### config.mk
export PLATFORM = sky130hd
export DESIGN_NAME = packet_source
export DESIGN_NICKNAME = d
export VERILOG_FILES = /design/src/rtl/packet_source.sv
export SDC_FILE = /design/constraint.sdc
export NUM_CORES = 1
export LEC_CHECK = 0
export BUFFER_PORTS_ARGS = -buffer_cell sky130_fd_sc_hd__buf_2
export CAP_MARGIN = 10
export CORE_ASPECT_RATIO = 0.8
export CORE_UTILIZATION = 50
export DETAILED_ROUTE_END_ITERATION = 12
export PLACE_DENSITY = 0.73
export SETUP_SLACK_MARGIN = 0.1
export SYNTH_ARGS = -nofsm -noshare
export SYNTH_HDL_FRONTEND = slang
export SYNTH_SLANG_ARGS = --single-unit
### constraint.sdc
create_clock -name clk -period 4.05 [get_ports clk]
set_input_delay 0.405 -clock clk [delete_from_list [all_inputs] [get_ports clk]]
set_output_delay 0.405 -clock clk [all_outputs]
set_load 0.1 [all_outputs]
### src/rtl/packet_source.sv
// rtl/packet_source.sv - fixed-length packet generator over a 4-phase req/ack flit channel
// Optional PACKET_SOURCE_TRACE_EN prints every completed flit handshake and packet.
module packet_source #(
  parameter int SIZE       = 8,
  parameter int DEST_BITS  = 3,
  parameter int DEST       = 0,
  parameter int PKT_FLITS  = 4,
  parameter int GAP_CYCLES = 2,
  parameter int MAX_PKTS   = 0,
  parameter int COUNT_BITS = 16
) (
  input  logic                  clk,
  input  logic                  reset,
  input  logic                  enable,
  output logic                  ch_req,
  output logic [SIZE-1:0]       ch_flit,
  input  logic                  ch_ack,
  output logic                  busy,
  output logic [COUNT_BITS-1:0] pkt_count
);

  localparam int SEQ_W = SIZE - DEST_BITS;
  localparam int IDX_W = (PKT_FLITS > 1) ? $clog2(PKT_FLITS) : 1;
  localparam int GAP_W = (GAP_CYCLES > 1) ? $clog2(GAP_CYCLES) : 1;
  localparam logic [DEST_BITS-1:0] DEST_V = DEST[DEST_BITS-1:0];

  typedef enum logic [1:0] {IDLE, SEND, RELEASE, GAP} state_t;

  state_t                  state, state_next;
  logic [IDX_W-1:0]        flit_idx, idx_next;
  logic [GAP_W-1:0]        gap_cnt, gap_next;
  logic                    req_next, busy_next;
  logic [SIZE-1:0]         flit_next;
  logic [COUNT_BITS-1:0]   count_next;

  logic [SEQ_W-1:0]        seq;
  logic [SIZE-1:0]         seq_ext, head_flit, body_flit;
  logic                    quota_ok, start, last_flit, gap_done;

  generate
    if (COUNT_BITS >= SEQ_W) begin : g_seq_slice
      assign seq = pkt_count[SEQ_W-1:0];
    end else begin : g_seq_ext
      assign seq = SEQ_W'(pkt_count);
    end
    if (MAX_PKTS == 0) begin : g_unlimited
      assign quota_ok = 1'b1;
    end else begin : g_limited
      assign quota_ok = pkt_count < COUNT_BITS'(MAX_PKTS);
    end
  endgenerate

  // Body flit i carries seq+i, so the next body after flit_idx is seq+flit_idx+1.
  assign seq_ext   = SIZE'(seq);
  assign head_flit = {seq, DEST_V};
  assign body_flit = seq_ext + SIZE'(flit_idx) + SIZE'(1);
  assign start     = enable && quota_ok;
  assign last_flit = (flit_idx == IDX_W'(PKT_FLITS - 1));
  assign gap_done  = (gap_cnt == '0);

  always_ff @(posedge clk) begin
    if (!reset) begin
      state <= IDLE;
    end else begin
      state <= state_next;
    end
  end

  always_comb begin
    state_next = state;
    case (state)
      IDLE:    if (start) state_next = SEND;
      SEND:    if (ch_ack) state_next = RELEASE;
      RELEASE: begin
        if (!ch_ack) begin
          if (!last_flit)           state_next = SEND;
          else if (GAP_CYCLES > 0)  state_next = GAP;
          else                      state_next = IDLE;
        end
      end
      GAP:     if (gap_done) state_next = IDLE;
      default: state_next = IDLE;
    endcase
  end

  always_comb begin
    req_next   = ch_req;
    flit_next  = ch_flit;
    busy_next  = busy;
    idx_next   = flit_idx;
    gap_next   = gap_cnt;
    count_next = pkt_count;
    case (state)
      IDLE: begin
        if (start) begin
          flit_next = head_flit;
          req_next  = 1'b1;
          idx_next  = '0;
          busy_next = 1'b1;
        end
      end
      SEND: begin
        if (ch_ack) req_next = 1'b0;
      end
      RELEASE: begin
        // New flit data is loaded only together with the rising req, never while req is high.
        if (!ch_ack) begin
          if (last_flit) begin
            count_next = pkt_count + COUNT_BITS'(1);
            if (GAP_CYCLES > 0) gap_next  = GAP_W'(GAP_CYCLES - 1);
            else                busy_next = 1'b0;
          end else begin
            idx_next  = flit_idx + IDX_W'(1);
            flit_next = body_flit;
            req_next  = 1'b1;
          end
        end
      end
      GAP: begin
        if (gap_done) busy_next = 1'b0;
        else          gap_next  = gap_cnt - GAP_W'(1);
      end
      default: begin
        req_next  = 1'b0;
        busy_next = 1'b0;
      end
    endcase
  end

  always_ff @(posedge clk) begin
    if (!reset) begin
      ch_req    <= 1'b0;
      ch_flit   <= '0;
      busy      <= 1'b0;
      flit_idx  <= '0;
      gap_cnt   <= '0;
      pkt_count <= '0;
    end else begin
      ch_req    <= req_next;
      ch_flit   <= flit_next;
      busy      <= busy_next;
      flit_idx  <= idx_next;
      gap_cnt   <= gap_next;
      pkt_count <= count_next;
    end
  end

`ifdef PACKET_SOURCE_TRACE_EN
  always_ff @(posedge clk) begin
    if (reset && state == RELEASE && !ch_ack) begin
      $display("%t packet_source: pkt %0d flit %0d = %h", $time, pkt_count, flit_idx, ch_flit);
      if (last_flit) $display("%t packet_source: pkt %0d complete", $time, pkt_count);
    end
  end
`else
`endif

endmodule
==> impl_metrics.yaml <==
logic_synthesis:
  ys_types: 39
  synth_cells: 183
  avgSynthCellArea_um2: 8.34
  yosys_warnings: 0
  syn_area_um2: 1530
  ys_async_sr_fraction_pct: 0
  seq_area_frac_synth_pct: 40.7
  synth_seq_cells: 31
  synth_top_area_share_pct: 40.7
  ys.flop_type: "dfxtp_1"
  yosys-top-cells-count: "dfxtp_1 (31), a21oi_1 (19), nor2_1 (19), nand2_1 (16), o21ai_0 (13)"
  synth_top_area_cell: "dfxtp_1"
  synth_area_leaders: "dfxtp_1 (41%), a21oi_1 (6.2%), nor2_1 (4.7%)"
  synthesis.nets: 192
  synth_edf_count: 0
  post-synth-top-count-cell: "dfxtp_1"
worst_setup_path:
  rr_startpoint: "flit_idx[1]"
  cp-start-kind: "flop"
  critPathMaxStageDelay_ns: 0.66
  crit_top_cell: "or4_1"
  critPathKind: "reg -> reg"
  crit_fanout: 11
  reg2reg_to: "pkt_count[13]"
  arrival_ns: 2.62
  rr_worst_depth: 5
  r2r_slack_ns: 1.62
  required_ns: 4.24
  worstSetupEndpointType: "flop"
  critPathSlowestCell: "or4_1"
  crit_chain: "ha_1, nand4bb_4, or4_1, or4_1, a21oi_1"
die:
  core_area_um2: 2830
  core.rowCount: 17
  die-area_um2: 3280
  io_pins: 30
  fp.dieW_um: 63.8
  die_h_um: 51.4
  initial_core_util_pct: 54.0
power_and_ir_drop:
  leakagePower_nw: 0.662
  power_density_nw_per_um2: 342
  ir_drop_uv: 259
timing:
  max_slew_margin_pct: 50.1
  fmax_ghz: 0.412
  setup_violations: 0
  tns_ns: 0
  fin_skew_ns: 0.00383
  rsz0062_at_grt: "false"
  finalHoldViolations: 0
  worst_pin_slew_ns: 0.744
  min_period_ns: 2.43
  drv_slew: 0
  fin_crit_sh_pct: 60.0
drt:
  drt_iter0_markers: 86
  wirelength_um: 3320
  drc: 0
  drtAntennaViolNets: 0
  routedWlPerCell_um: 13.5
  drt_pass1_iterations: 4
  routed_via_density: 5.63
  num_vias: 1384
min_path:
  min_from: "reset"
  hold_path_class: "in -> reg"
  hold_depth: 3
  whs_endpoint: "gap_cnt"
grt:
  grt.overflow.total: 0
  antenna_found_initial: 0
  grt_pass1_wl_um: 5490
  track_usage_pct: 22.6
  grt_pass1_vias: 1220
  grt_max_degree: 29
cells_and_area:
  drive_gt1_share_pct: 19.2
  syn_to_final_growth_pct: 13.9
  layout.nets: 218
  diodes: 0
  final_util_pct: 61.4
clocking:
  cts_sinks: 31
  clock_latency_ns: 0.28
  path_clk_slew_ns: 0.06
  ctsResizeCount: 0
  root_buffer: "clkbuf_8"
  clk_path_buf_depth: 2
  htreeDepth: 2
  post-cts-setup-buffers: 0
  cts_tree: "built"
  holdBufCountCts: 0
  cts_made_buffers: 5
placed_design:
  place.gp.congestion: 0.828
  hpwl_um: 2350
  portBuffers: 29
run_status:
  status: "finished, final reports clean"
run:
  cap_violations: 0
-- flip-flops by register name, summed over array words and instances (netlist names) --
| name | flops |
|---|---|
| busy | 1 |
| gap_cnt | 1 |
| state | 2 |
| pkt_count | 16 |
| ch_req | 1 |
| ch_flit | 8 |
| flit_idx | 2 |
-- worst max-delay path by stage --
stage | from | to | slack [ns] | cells past startpoint
floorplan | pkt_count[2] | pkt_count[13] | 1.33 | 6
global placement | flit_idx[1] | pkt_count[15] | 1.76 | 5
detailed placement | flit_idx[1] | pkt_count[13] | 1.64 | 5
CTS | flit_idx[1] | pkt_count[13] | 1.62 | 5
global route | flit_idx[1] | pkt_count[15] | 1.45 | 5
finish | flit_idx[1] | pkt_count[13] | 1.62 | 5
-- cell type report --
cell class                 instances  area, um2
clock buffer                       6       72.6
sequential                        31        621
inverter                          10       37.5
multi-input combinational        131        807
tap                               38       47.5
timing repair buffer              30        153
fill                             254       1090
-- power breakdown --
| group | internal [mW] | switching (mW) |
|---|---|---|
| registers | 0.310 | 0.00614 |
| logic | 0.0137 | 0.0435 |
| clock network | 0.114 | 0.107 |
-- routing by layer --
| metal | share of wire (%) | GRT usage, % | vias to the layer above |
|---|---|---|---|
| li1 | - | - | 704 |
| met1 | 48 | 28.0 | 637 |
| met2 | 45 | 34.8 | 33 |
| met3 | 5.1 | 6.47 | 10 |
| met4 | 2.5 | 13.6 | 0 |
| met5 | 0 | 0 | - |
-- cell families (layout without fill, tap and decap cells) --
group	Yosys count	in the layout	synth area share [%]
compound gates	47	47	18.2
mux	1	1	0.656
buf+inv	21	46	6.48
fa+ha+maj	5	5	4.59
simple gates	71	71	25.4
xor+xnor	7	7	4.02
flops	31	31	40.7
-- through the flow --
| stage | power [mW] | instance area [um2] | hold slack (ns) | cells | setup WS, ns |
|---|---|---|---|---|---|
| floorplan | 0.369 | 1530 | 0.491 | 183 | 1.33 |
| global placement | 0.379 | 1670 | 0.439 | 240 | 1.76 |
| detailed placement | 0.380 | 1670 | 0.444 | 240 | 1.64 |
| CTS | 0.599 | 1740 | 0.399 | 246 | 1.62 |
| global route | 0.612 | 1740 | 0.430 | 246 | 1.45 |
| finish | 0.594 | 1740 | 0.402 | 246 | 1.62 |
-- worst max-delay path, delay by kind of cell, from the launching register on --
| kind | cells | cell delay (ns) |
|---|---|---|
| simple gates | 3 | 1.43 |
| compound gates | 1 | 0.17 |
| fa+ha+maj | 1 | 0.36 |
| flops | 1 | 0.38 |
-- cells in the final DEF (no fill, tap or decap), drive strengths merged, types with 2 or more instances in the layout --
cell type,synthesis,layout
a22oi,2,2
or4,5,5
a211oi,2,2
nor2,19,19
nand2,16,16
xnor2,4,4
nand2b,2,2
nor2b,3,3
a21oi,19,19
clkbuf,5,6
nand4,4,4
o21ai,13,13
nor4,2,2
buf,6,30
dfxtp,31,31
nor3,3,3
o31ai,5,5
inv,9,9
xor2,3,3
nand3,4,4
ha,4,4
or3,6,6
Note: power is estimated with default switching activity, not from simulation.
